$ cat config.mk
export PLATFORM = sky130hd
export DESIGN_NAME = mux_pipe
export DESIGN_NICKNAME = d
export VERILOG_FILES = /design/src/rtl/mux_pipe.sv
export SDC_FILE = /design/constraint.sdc
export NUM_CORES = 1
export LEC_CHECK = 0
export CAP_MARGIN = 40
export CELL_PAD_IN_SITES_DETAIL_PLACEMENT = 0
export CELL_PAD_IN_SITES_GLOBAL_PLACEMENT = 2
export CORE_AREA = 2 2 139 141
export CTS_CLUSTER_SIZE = 20
export DETAILED_ROUTE_END_ITERATION = 8
export DIE_AREA = 0 0 141 143
export GPL_ROUTABILITY_DRIVEN = 0
export GPL_TIMING_DRIVEN = 0
export MAX_ROUTING_LAYER = met4
export PLACE_DENSITY_LB_ADDON = 0.3
export SYNTH_ARGS = -nofsm -noshare
export SYNTH_HDL_FRONTEND = slang
export SYNTH_SLANG_ARGS = --single-unit
$ cat constraint.sdc
create_clock -name clk -period 1.5 [get_ports clk]
set_input_delay 0.3 -clock clk [delete_from_list [all_inputs] [get_ports clk]]
set_output_delay 0.3 -clock clk [all_outputs]
set_load 0.03 [all_outputs]
$ cat src/rtl/mux_pipe.sv
// Registered N:1 operand select with a valid/ready handshake and a two-entry skid buffer.
// Out-of-range selects capture RESET_VALUE and raise a sticky error flag.
module mux_pipe #(
    parameter int               WIDTH       = 32,
    parameter int               NUM_INPUTS  = 4,
    parameter int               SEL_W       = $clog2(NUM_INPUTS),
    parameter logic [WIDTH-1:0] RESET_VALUE = '0
) (
    input  logic                        clk,
    input  logic                        rst_n,
    input  logic [NUM_INPUTS*WIDTH-1:0] inputs,
    input  logic [SEL_W-1:0]            select,
    input  logic                        in_valid,
    output logic                        in_ready,
    input  logic                        flush,
    output logic [WIDTH-1:0]            out_data,
    output logic                        out_valid,
    input  logic                        out_ready,
    output logic                        sel_err
);

    typedef enum logic [1:0] {
        EMPTY = 2'b00,
        ONE   = 2'b01,
        TWO   = 2'b10
    } state_t;

    localparam logic [SEL_W:0] NUM_IN_L = NUM_INPUTS[SEL_W:0];

    state_t           state_r;
    state_t           state_nxt_s;
    logic [WIDTH-1:0] main_r;
    logic [WIDTH-1:0] main_nxt_s;
    logic [WIDTH-1:0] skid_r;
    logic [WIDTH-1:0] skid_nxt_s;
    logic [WIDTH-1:0] word_s;
    logic             in_ready_r;
    logic             out_valid_r;
    logic             sel_err_r;
    logic             sel_ok_s;
    logic             accept_s;
    logic             pop_s;

    function automatic logic sel_in_range(input logic [SEL_W-1:0] sel);
        return ({1'b0, sel} < NUM_IN_L);
    endfunction

    assign sel_ok_s  = sel_in_range(select);
    assign accept_s  = in_valid & in_ready_r;
    assign pop_s     = out_valid_r & out_ready;

    assign in_ready  = in_ready_r;
    assign out_valid = out_valid_r;
    assign out_data  = main_r;
    assign sel_err   = sel_err_r;

    // Select the addressed input slice; no match leaves the reset value in place.
    always_comb begin
        word_s = RESET_VALUE;
        for (int k = 0; k < NUM_INPUTS; k++) begin
            word_s = (select == SEL_W'(k)) ? inputs[k*WIDTH +: WIDTH] : word_s;
        end
    end

    // Buffer occupancy and data movement; flush wins over accept and pop.
    always_comb begin
        state_nxt_s = state_r;
        main_nxt_s  = main_r;
        skid_nxt_s  = skid_r;
        if (flush) begin
            state_nxt_s = EMPTY;
        end else begin
            case (state_r)
                EMPTY: begin
                    if (accept_s) begin
                        state_nxt_s = ONE;
                        main_nxt_s  = word_s;
                    end else begin
                        state_nxt_s = EMPTY;
                    end
                end
                ONE: begin
                    if (accept_s && pop_s) begin
                        state_nxt_s = ONE;
                        main_nxt_s  = word_s;
                    end else if (accept_s) begin
                        state_nxt_s = TWO;
                        skid_nxt_s  = word_s;
                    end else if (pop_s) begin
                        state_nxt_s = EMPTY;
                    end else begin
                        state_nxt_s = ONE;
                    end
                end
                TWO: begin
                    if (pop_s) begin
                        state_nxt_s = ONE;
                        main_nxt_s  = skid_r;
                    end else begin
                        state_nxt_s = TWO;
                    end
                end
                default: begin
                    state_nxt_s = EMPTY;
                end
            endcase
        end
    end

    // State, data and handshake registers; ready/valid are registered decodes of the next state.
    always_ff @(posedge clk or negedge rst_n) begin
        if (!rst_n) begin
            state_r     <= EMPTY;
            main_r      <= RESET_VALUE;
            skid_r      <= RESET_VALUE;
            in_ready_r  <= 1'b1;
            out_valid_r <= 1'b0;
            sel_err_r   <= 1'b0;
        end else begin
            state_r     <= state_nxt_s;
            main_r      <= main_nxt_s;
            skid_r      <= skid_nxt_s;
            in_ready_r  <= (state_nxt_s != TWO);
            out_valid_r <= (state_nxt_s != EMPTY);
            sel_err_r   <= sel_err_r | (accept_s & ~sel_ok_s);
        end
    end

endmodule

==> results.py <==
metrics = {
    "finish": {
        "layout.nets": 761,
        "area_growth_pct": 56.61,
        "drive_gt1_share_pct": 24.09,
        "utilization_pct": 37.00,
        "n_antenna_cell": 0,
    },
    "timing": {
        "rsz0062_at_grt": "yes",
        "max_freq_mhz": 559.5,
        "slew_viol_final": 0,
        "post-route-worst-setup-slack_ns": -0.2874,
        "finalHoldViolations": 0,
        "setup_viol": 65,
        "post-route-min-period_ns": 1.787,
        "hold_ws_ns": 0.3587,
        "clock_skew_ns": 0.007499,
        "period_share_pct": 119.2,
    },
    "power_and_ir_drop": {
        "pwr_density_cell_nw_per_um2": 1212,
        "p_leak_uw": 0.002949,
        "fin_total_pwr_uw": 8330,
        "ir_drop_v": 0.0005435,
    },
    "cts": {
        "cts_tree": "yes",
        "h-tree-depth": 3,
        "cts.clk_slew.worst_paths_ns": 0.05,
        "cts_sinks": 68,
        "clock_latency_ns": 0.34,
        "cts_max_path_buffers": 2,
        "cts-root-buf": "clkbuf_16",
        "cts-buffers-inserted": 9,
    },
    "global_routing": {
        "grt_pass1_wl_microns": 23120,
        "grt_max_degree": 60,
        "antenna_found_initial": 0,
        "gr-total-overflow": 0,
        "grt_pass1_vias": 4139,
        "grt_util_all_layers_pct": 15.67,
    },
    "synth": {
        "synth.top_cells.by_area": "dfrtp_1 38%, mux2_2 14%, mux2i_1 8.2%",
        "syn_nets": 580,
        "synth.most_common_cell": "dfrtp_1",
        "async_flop_share_pct": 100.0,
        "yosysTopAreaCell": "dfrtp_1",
        "synth-edff-count": 0,
        "synth_seq_cells": 68,
        "synth-main-ff-cell": "dfrtp_1",
        "yosysTopAreaCellShare_pct": 38.20,
        "avgSynthCellArea_sq_um": 9.863,
        "yosysSeqAreaShare_pct": 38.80,
        "synthTopCellsByCount": "67 x dfrtp_1, 66 x nor2_1, 55 x mux2_2",
        "yosysWarnings": 0,
        "synth_cells": 445,
        "synth_cell_types": 31,
        "syn_area_sq_um": 4389,
    },
    "floorplan": {
        "io_pins": 170,
        "coreArea_sq_um": 18580,
        "die_y_microns": 143,
        "row_count": 50,
        "start_util_pct": 23.62,
        "die_w_microns": 141,
        "die-area_sq_um": 20160,
    },
    "routing": {
        "avgRoutedWirePerCell_microns": 17.96,
        "viasPerCell": 4.634,
        "drt_iter0_drc": 183,
        "routed_wl_microns": 15530,
        "ant_nets": 0,
        "drt-pass1-iter-count": 6,
        "route.detailed.drc": 0,
        "vias": 4008,
    },
    "critical_path": {
        "rr_worst_depth": 6,
        "r2r_slack_ns": -0.29,
        "worstSetupStartpointType": "flip-flop",
        "worstSetupPathType": "reg2reg",
        "crit_path_end_kind": "flip-flop",
        "r2r_start": "in_ready$_DFF_PN1_",
        "cp-startpoint": "in_ready$_DFF_PN1_",
        "r2r-end": "out_data[28]$_DFFE_PN0P_",
        "worst_ep_required_time_ns": 1.72,
        "cp_max_fo": 10,
        "arrival_ns": 2.00,
    },
    "placed_design": {
        "portBuffers": 167,
        "dp_hpwl_microns": 11360,
    },
    "run_status": {
        "outcome": "finished, violations left",
        "violations": "setup timing",
    },
    "min_path": {
        "hold_path.class": "in2async",
    },
    "flow_run": {
        "max-cap-violations": 0,
    },
}
## layer usage
metal,track usage (%),part of all wire [%]
met1,19.40,45
met2,26.24,49
met3,2.683,4.1
met4,4.895,1.3
met5,-,0
## timing repair
item                                    in CTS  in global routing
pin swaps                                    2                  1
resized for setup                           66                 30
endpoints found under the setup margin     101                 67
endpoints found under the hold margin        8                  0
hold buffers                                 1                  0
setup buffers                                2                  0
## power breakdown
part	leakage, uW	switching [uW]	total, uW	internal, uW
clock network	0.000147	789	2170	1380
logic	0.00198	1740	3300	1560
registers	0.000825	354	2870	2510
total	0.00295	2880	8330	5450
## cell usage in the layout, fill, tap and decap left out, types with 5 or more instances in the layout
master	n
a211oi_1	30
a21oi_1	33
buf_4	14
buf_6	8
clkbuf_16	9
clkbuf_2	8
clkbuf_4	5
clkdlybuf4s50_1	132
dfrtp_1	67
dlygate4sd2_1	34
mux2_2	38
mux2_4	22
mux2i_1	36
nand2_1	33
nor2_1	65
nor3b_1	29
o21ai_2	29
## sequential cells by signal (all words and copies together) (netlist names)
register,count
out_data,32
state_r,2
out_valid,1
in_ready,1
skid_r,32
## cells by family (layout without fill, tap and decap cells)
| kind of cell | count (synthesis) | after routing | share of synthesized area [%] |
|---|---|---|---|
| flip-flops | 68 | 68 | 38.80 |
| AND/OR/NAND/NOR | 136 | 136 | 14.65 |
| multiplexers | 100 | 100 | 24.80 |
| AO/OA/AOI/OAI | 100 | 100 | 16.19 |
| other | 1 | 1 | 0.08544 |
| buffers and inverters | 40 | 226 | 5.473 |
## per-stage QoR
step           setup TNS, ns  instance area (sq um)  instances  setup slack [ns]
6_report              -16.68                   6874        865           -0.2874
4_1_cts               -18.17                   6779        865           -0.2994
3_3_place_gp         -219.44                   6382        846            -2.507
2_1_floorplan         -16.71                   4418        445           -0.2805
3_5_place_dp          -49.98                   6407        847           -0.9510
5_1_grt               -20.50                   6874        865           -0.3506
## final cells by class
| type | instances | area [sq um] |
|---|---|---|
| inverter | 1 | 3.754 |
| clock buffer | 14 | 264.0 |
| clock inverter | 2 | 35.03 |
| tap | 234 | 292.8 |
| multi-input combinational | 337 | 2556 |
| timing repair buffer | 171 | 1692 |
| fill | 1854 | 11710 |
| sequential | 68 | 1703 |
| buffer | 38 | 327.8 |
## critical path, cell delays in order (launching register included)
cell     delay [ns]
dfstp_2        0.54
and3b_2        0.24
nand3_2        0.10
a21oi_4        0.15
buf_12         0.14
buf_12         0.15
mux2_2         0.33
## worst max path at each step
stage / endpoint / slack, ns / cells past startpoint
final: out_data[28]$_DFFE_PN0P_ / -0.29 / 6
after global routing: skid_r[9]$_DFFE_PN0P_ / -0.35 / 6
after CTS: out_data[17]$_DFFE_PN0P_ / -0.30 / 6
after detailed placement: skid_r[9]$_DFFE_PN0P_ / -0.95 / 6
after global placement: out_data[25]$_DFFE_PN0P_ / -2.51 / 1
after floorplan: out_data[24]$_DFFE_PN0P_ / -0.28 / 5
(Power assumes the default switching activity.)
